File: src/rtl/reminder_pkg.sv
// rtl/reminder_pkg.sv - shared state encoding and ROM word constants for the reminder schedule
package reminder_pkg;

  localparam int WORD_W = 4;
  localparam logic [WORD_W-1:0] END_MARKER = 4'd0;

  typedef enum logic [2:0] {
    FETCH,
    LOAD,
    WAIT,
    ALARM,
    DONE
  } state_t;

  function automatic logic [3:0] sat_inc4(input logic [3:0] value);
    return (value == 4'hF) ? value : value + 4'd1;
  endfunction

endpackage

File: src/rtl/tick_counter.sv
// rtl/tick_counter.sv - loadable down-counter stepped by the time-base tick
module tick_counter
  import reminder_pkg::*;
(
  input  logic              clk,
  input  logic              rst_n,
  input  logic              load,
  input  logic [WORD_W-1:0] load_data,
  input  logic              tick,
  output logic              zero,
  output logic              one
);

  logic [WORD_W-1:0] count;

  // Holds at zero rather than wrapping so a stray tick cannot restart the interval
  always_ff @(posedge clk or negedge rst_n) begin
    if (!rst_n) begin
      count <= '0;
    end else if (load) begin
      count <= load_data;
    end else if (tick && (count != '0)) begin
      count <= count - WORD_W'(1);
    end
  end

  assign zero = (count == '0);
  assign one  = (count == WORD_W'(1));

endmodule

File: src/rtl/dose_alarm_sequencer.sv
// rtl/dose_alarm_sequencer.sv - walks the reminder ROM, raises dose alarms, counts missed doses
module dose_alarm_sequencer
  import reminder_pkg::*;
#(
  parameter int ADDR_W  = 5,
  parameter int TIMEOUT = 8
) (
  input  logic              Clk,
  input  logic              Rst,
  input  logic              Tick,
  input  logic [WORD_W-1:0] RomData,
  input  logic              Ack,
  output logic [ADDR_W-1:0] RomAddr,
  output logic              Alarm,
  output logic              Missed,
  output logic [3:0]        MissCount,
  output logic              Done
);

  localparam logic [ADDR_W-1:0] LAST_ADDR = '1;
  localparam logic [3:0]        TMO_LAST  = 4'(TIMEOUT - 1);

  state_t     state;
  logic [3:0] tmo_cnt;
  logic       cnt_load;
  logic       cnt_tick;
  logic       cnt_zero;
  logic       cnt_one;
  logic       ack_hit;
  logic       tmo_hit;
  logic       advance;

  assign cnt_load = (state == LOAD);
  assign cnt_tick = (state == WAIT) && Tick;

  tick_counter u_interval (
    .clk       (Clk),
    .rst_n     (Rst),
    .load      (cnt_load),
    .load_data (RomData),
    .tick      (cnt_tick),
    .zero      (cnt_zero),
    .one       (cnt_one)
  );

  // Ack takes priority over a timeout landing in the same cycle
  always_comb begin
    ack_hit = (state == ALARM) && Ack;
    tmo_hit = (state == ALARM) && Tick && (tmo_cnt == TMO_LAST) && !Ack;
    advance = ack_hit || tmo_hit;
  end

  always_ff @(posedge Clk or negedge Rst) begin
    if (!Rst) begin
      state     <= FETCH;
      tmo_cnt   <= 4'd0;
      RomAddr   <= '0;
      Alarm     <= 1'b0;
      Missed    <= 1'b0;
      MissCount <= 4'd0;
      Done      <= 1'b0;
    end else begin
      Missed <= 1'b0;
      case (state)
        FETCH: begin
          state <= LOAD;
        end
        LOAD: begin
          if (RomData == END_MARKER) begin
            state <= DONE;
            Done  <= 1'b1;
          end else begin
            state <= WAIT;
          end
        end
        WAIT: begin
          if (Tick && (cnt_one || cnt_zero)) begin
            state <= ALARM;
            Alarm <= 1'b1;
          end
        end
        ALARM: begin
          if (Tick && !advance) begin
            tmo_cnt <= tmo_cnt + 4'd1;
          end
          if (tmo_hit) begin
            Missed    <= 1'b1;
            MissCount <= sat_inc4(MissCount);
          end
          // The last address finishes the schedule instead of wrapping to 0
          if (advance) begin
            Alarm   <= 1'b0;
            tmo_cnt <= 4'd0;
            if (RomAddr == LAST_ADDR) begin
              state <= DONE;
              Done  <= 1'b1;
            end else begin
              RomAddr <= RomAddr + ADDR_W'(1);
              state   <= FETCH;
            end
          end
        end
        DONE: begin
          Done  <= 1'b1;
          Alarm <= 1'b0;
        end
        default: begin
          state <= FETCH;
        end
      endcase
    end
  end

endmodule

File: config.mk
export PLATFORM = sky130hd
export DESIGN_NAME = dose_alarm_sequencer
export DESIGN_NICKNAME = d
export VERILOG_FILES = /design/src/rtl/reminder_pkg.sv /design/src/rtl/tick_counter.sv /design/src/rtl/dose_alarm_sequencer.sv
export SDC_FILE = /design/constraint.sdc
export NUM_CORES = 1
export LEC_CHECK = 0
export CORE_ASPECT_RATIO = 1.2
export CORE_MARGIN = 2
export CORE_UTILIZATION = 56
export CTS_CLUSTER_SIZE = 28
export DETAILED_ROUTE_END_ITERATION = 16
export PLACE_DENSITY_LB_ADDON = 0.08
export SETUP_SLACK_MARGIN = 0.05
export SLEW_MARGIN = 10
export SYNTH_ARGS = -nofsm -noshare
export SYNTH_HDL_FRONTEND = slang
export SYNTH_SLANG_ARGS = --single-unit
export TNS_END_PERCENT = 10
File: constraint.sdc
create_clock -name Clk -period 3.6 [get_ports Clk]
set_input_delay 0.72 -clock Clk [delete_from_list [all_inputs] [get_ports Clk]]
set_output_delay 0.72 -clock Clk [all_outputs]
set_load 0.01 [all_outputs]
## Yosys cells after proc, flatten, opt, wreduce, memory -nomap -nowiden

Index checks and enable logic that the tools add are counted.
Widths: inputs -> output; s select.

| storage, ports and cells | value |
|---|---|
| flip-flop bits (word level) | 23 |
| logic and storage cells | 71 |

| cells by class | value |
|---|---|
| $add $sub $neg | 4 |
| eq/ne operators | 12 |
| muxes and demuxes | 18 |
| bitwise logic cells | 3 |
| reduce and logical (&&, ||, !) cells | 26 |

Operators by type and width:

| kind | count |
|---|---|
| $mux 4 | 4 |
| $pmux 3 s5 | 1 |
| $mux 3 | 4 |
| $reduce_and 3->1 | 4 |
| $add 4x1->4 const B | 2 |
| $logic_and 1x1->1 | 8 |
| $logic_not 4->1 | 2 |
| $mux 1 | 7 |
| $eq 3x2->1 const B | 2 |
| $ne 2x1->1 const B | 3 |
| $pmux 1 s3 | 2 |
| $reduce_bool 3->1 | 2 |
| $add 5x1->5 const B | 1 |
| $eq 5x5->1 const B | 1 |
| $eq 4x1->1 const B | 1 |
| $eq 4x3->1 const B | 1 |
| $eq 4x4->1 const B | 1 |
| $reduce_and 4->1 | 1 |
| $reduce_bool 2->1 | 2 |
| $reduce_bool 4->1 | 1 |
| $sub 4x1->4 const B | 1 |
| $eq 3x1->1 const B | 1 |
| $eq 3x3->1 const B | 1 |
| $logic_not 3->1 | 1 |
| 5 further kinds | 9 |

## Longest topological paths before layout

| logic depth | value |
|---|---|
| depth in word-level cells | 9 |
| gate-level depth with buffers | 6 |
| mapped depth without buffers | 6 |

## Hierarchy

Synthesis repeated with hierarchy kept, for this count alone.

| second synthesis, totals | value |
|---|---|
| cell total of the unflattened synthesis | 125 |
| area, all modules | 1,268.7 µm² |

Modules (own cells, without submodules):

| module | instances | cells each | area an instance (µm²) | seq. area each (µm²) |
|---|---|---|---|---|
| dose_alarm_sequencer | 1 | 95 | 1,002.2 | 475.5 |
| tick_counter | 1 | 30 | 266.5 | 100.1 |

## Least setup slack after synthesis

No wires, ideal clock.

| timing path | value |
|---|---|
| kind | input to register |
| start point | input port Tick |
| end point | register MissCount[1] |
| data arrival time | 1.890 ns |
| required time | 3.472 ns |
| setup slack | 1.583 ns |
| stages on the path | 5 |
| path buffers | 1 |
| path through | buf_2 -> nand2_1 -> or3_1 -> a311oi_2 -> mux2_1 |

| between the ends | value |
|---|---|
| cells in the longest elaborated chain, start to end | 4 |

RTL lines:

| element | RTL line | source |
|---|---|---|
| from (decl) | dose_alarm_sequencer.sv:10 | `input logic Tick,` |
| $logic_and 1x1->1 (3 in a row) | dose_alarm_sequencer.sv:49 | `tmo_hit = (state == ALARM) && Tick && (tmo_cnt == TMO_LAST) && !Ack;` |
| $reduce_and 3->1 (no line) | -- |  |
| to (signal assigned) | dose_alarm_sequencer.sv:88 | `MissCount <= sat_inc4(MissCount);` |
| to (decl) | dose_alarm_sequencer.sv:16 | `output logic [3:0] MissCount,` |

No other way between the ends.
A chain may end at the register's enable or synchronous reset.

## Final worst setup path

Same ends and word-level chain as after synthesis.

==> results.toml <==
[critical_path]
r2r-start = "state[2]"
start_kind = "input port"
end_kind = "flop"
worstPathMaxFanout = 9
critPathArrivalTime_ns = 2.55
crit_type = "in -> reg"
required_ns = 3.81
startpoint = "Tick"

[placement]
routabilityCongestion = 0.742
dp_hpwl_mm = 1.72
place_ws_ns = 0.937
place_inst = 167
portBuffers = 19
place_area_mm2 = 0.00145

[cells_and_area]
final_common_cell = "dfrtp_1"
area_delta_synth_final_pct = 17.1
final_cell_area_mm2 = 0.00148
final_cell_mix = "23 x dfrtp_1, 19 x clkdlybuf4s50_1, 12 x o21ai_0, 11 x nand2_1"
final_nets = 156
fin_cells = 171
final_core_util = 0.706
layout-drive-gt1-share = 0.0993
antenna_cells = 0

[synth]
ys_seq_area_frac = 0.456
ys.flop_type = "dfrtp_1"
synth-edff-count = 0
syn_avg_cell_area_um2 = 10.3
synth_nets = 136
netlist_instances = 122
ys_seq_elements = 23
async_flop_share = 1.00
synth_area_mm2 = 0.00126
synth.distinct_cells = 46
ys_warn_count = 0

[timing]
relSlewSlack = 0.317
fmax_mhz = 427
fin_ws_ns = 1.26
fin_worst_skew_ns = 0.00596
rsz0062_at_grt = "false"
tns_ns = 0
hold_viol_final = 0
finalCriticalPeriod_ns = 2.34
whs_ns = 0.483
slew_viol_final = 0
setup_violations = 0
tightest_slew_ns = 1.02
min_period_over_period = 0.650

[detailed_routing]
vias = 972
first_pass_iters = 4
drt_iter0_drc = 15
wirelength_mm = 2.34
antenna_left = 0
viasPerCell = 5.68
wl_per_cell_um = 13.7
drc_errors = 0

[floorplanning]
die_height_um = 56.0
dieArea_mm2 = 0.00265
core-area_mm2 = 0.00209
start_util = 0.603
io_pins = 20
num_rows = 18
die_w_um = 47.3

[cts]
insertion_delay_ns = 0.31
cts_buffer_depth = 2
numClockSinks = 23
cts.clk_slew.worst_paths_ns = 0.12
htree_levels = 1
post_cts_resized = 0
post_cts_buffers = 0
ctsHoldBuffers = 0
cts-root-buf = "clkbuf_4"
numCtsBuffers = 3
cts_tree = "done"

[outcome]
status = "completed"

[global_route]
grt_pass1_wl_mm = 4.13
antenna_found_initial = 0
grt_overflow = 0
grt_pass1_vias = 948
grt_max_degree = 24
track_usage = 0.209

[pwr]
p_per_area_mw_per_mm2 = 644
ir_drop_uv = 530
finalPower_mw = 0.953
leakage_nw = 0.654

[flow_run]
maxCapViolations = 0

[hold_path]
hp-start = "Done"
hold_class = "reg -> reg"
[critical path, cell delays in order]
cell	delay [ns]
clkdlybuf4s50_1	0.63
nand2_1	0.19
or3_1	0.38
a311oi_2	0.28
mux2_1	0.35
[cell usage after synthesis, types with 3 or more instances]
cell type / n / share of area
a21oi_1: 5 / 0.020
dfrtp_1: 23 / 0.46
nor2_1: 6 / 0.018
nand2_1: 11 / 0.033
ha_1: 6 / 0.059
inv_1: 5 / 0.015
xnor2_1: 3 / 0.021
o21ai_0: 12 / 0.048
nor2b_1: 3 / 0.015
nand3_1: 4 / 0.016
[final timing paths]
kind                       cells past startpoint                  end  slack (ns)
setup / recovery                               5         MissCount[1]        1.26
min in group asynchronous                      1           tmo_cnt[1]        0.95
setup reg to reg                               4         MissCount[1]        1.47
hold / removal                                 1                 Done        0.48
hold reg to reg                                1                 Done        0.48
max in group asynchronous                      1  u_interval.count[3]        2.03
[layout make-up]
cell class              count  area [um2]
multi-input cells          90         631
fillers                   175         616
flip-flops and latches     23         576
repair buffers             19         190
well taps                  30        37.5
clock buffers               4        26.3
inverters                   5        18.8
[report_power, final]
part	total (mW)	internal [mW]	switching [mW]
clock	0.119	0.0433	0.0760
sequential	0.435	0.344	0.0914
combinational	0.398	0.206	0.192
total	0.953	0.593	0.360
[per-layer routing]
metal  track usage  wire, um  up-vias
met5             0         0        -
met2         0.307      1150       17
met3        0.0422        79        5
met1         0.294      1070      473
met4        0.0833        36        0
li1              -         -      477
[logic make-up (layout without fill, tap and decap cells)]
family / after synthesis / in the layout / synth area share
AND/OR/NAND/NOR: 47 / 47 / 0.225
multiplexers: 5 / 5 / 0.0436
adder cells (fa/ha/maj): 6 / 6 / 0.0595
XOR/XNOR: 5 / 5 / 0.0347
AO/OA/AOI/OAI: 27 / 27 / 0.137
buffers and inverters: 9 / 28 / 0.0446
flip-flops: 23 / 23 / 0.456
[flip-flops by register name (all words and copies together), names as in the netlist]
signal	cells
Missed	1
Alarm	1
Done	1
tmo_cnt	4
state	3
u_interval.count	4
MissCount	4
RomAddr	5
Note: power is estimated with default switching activity, not from simulation.
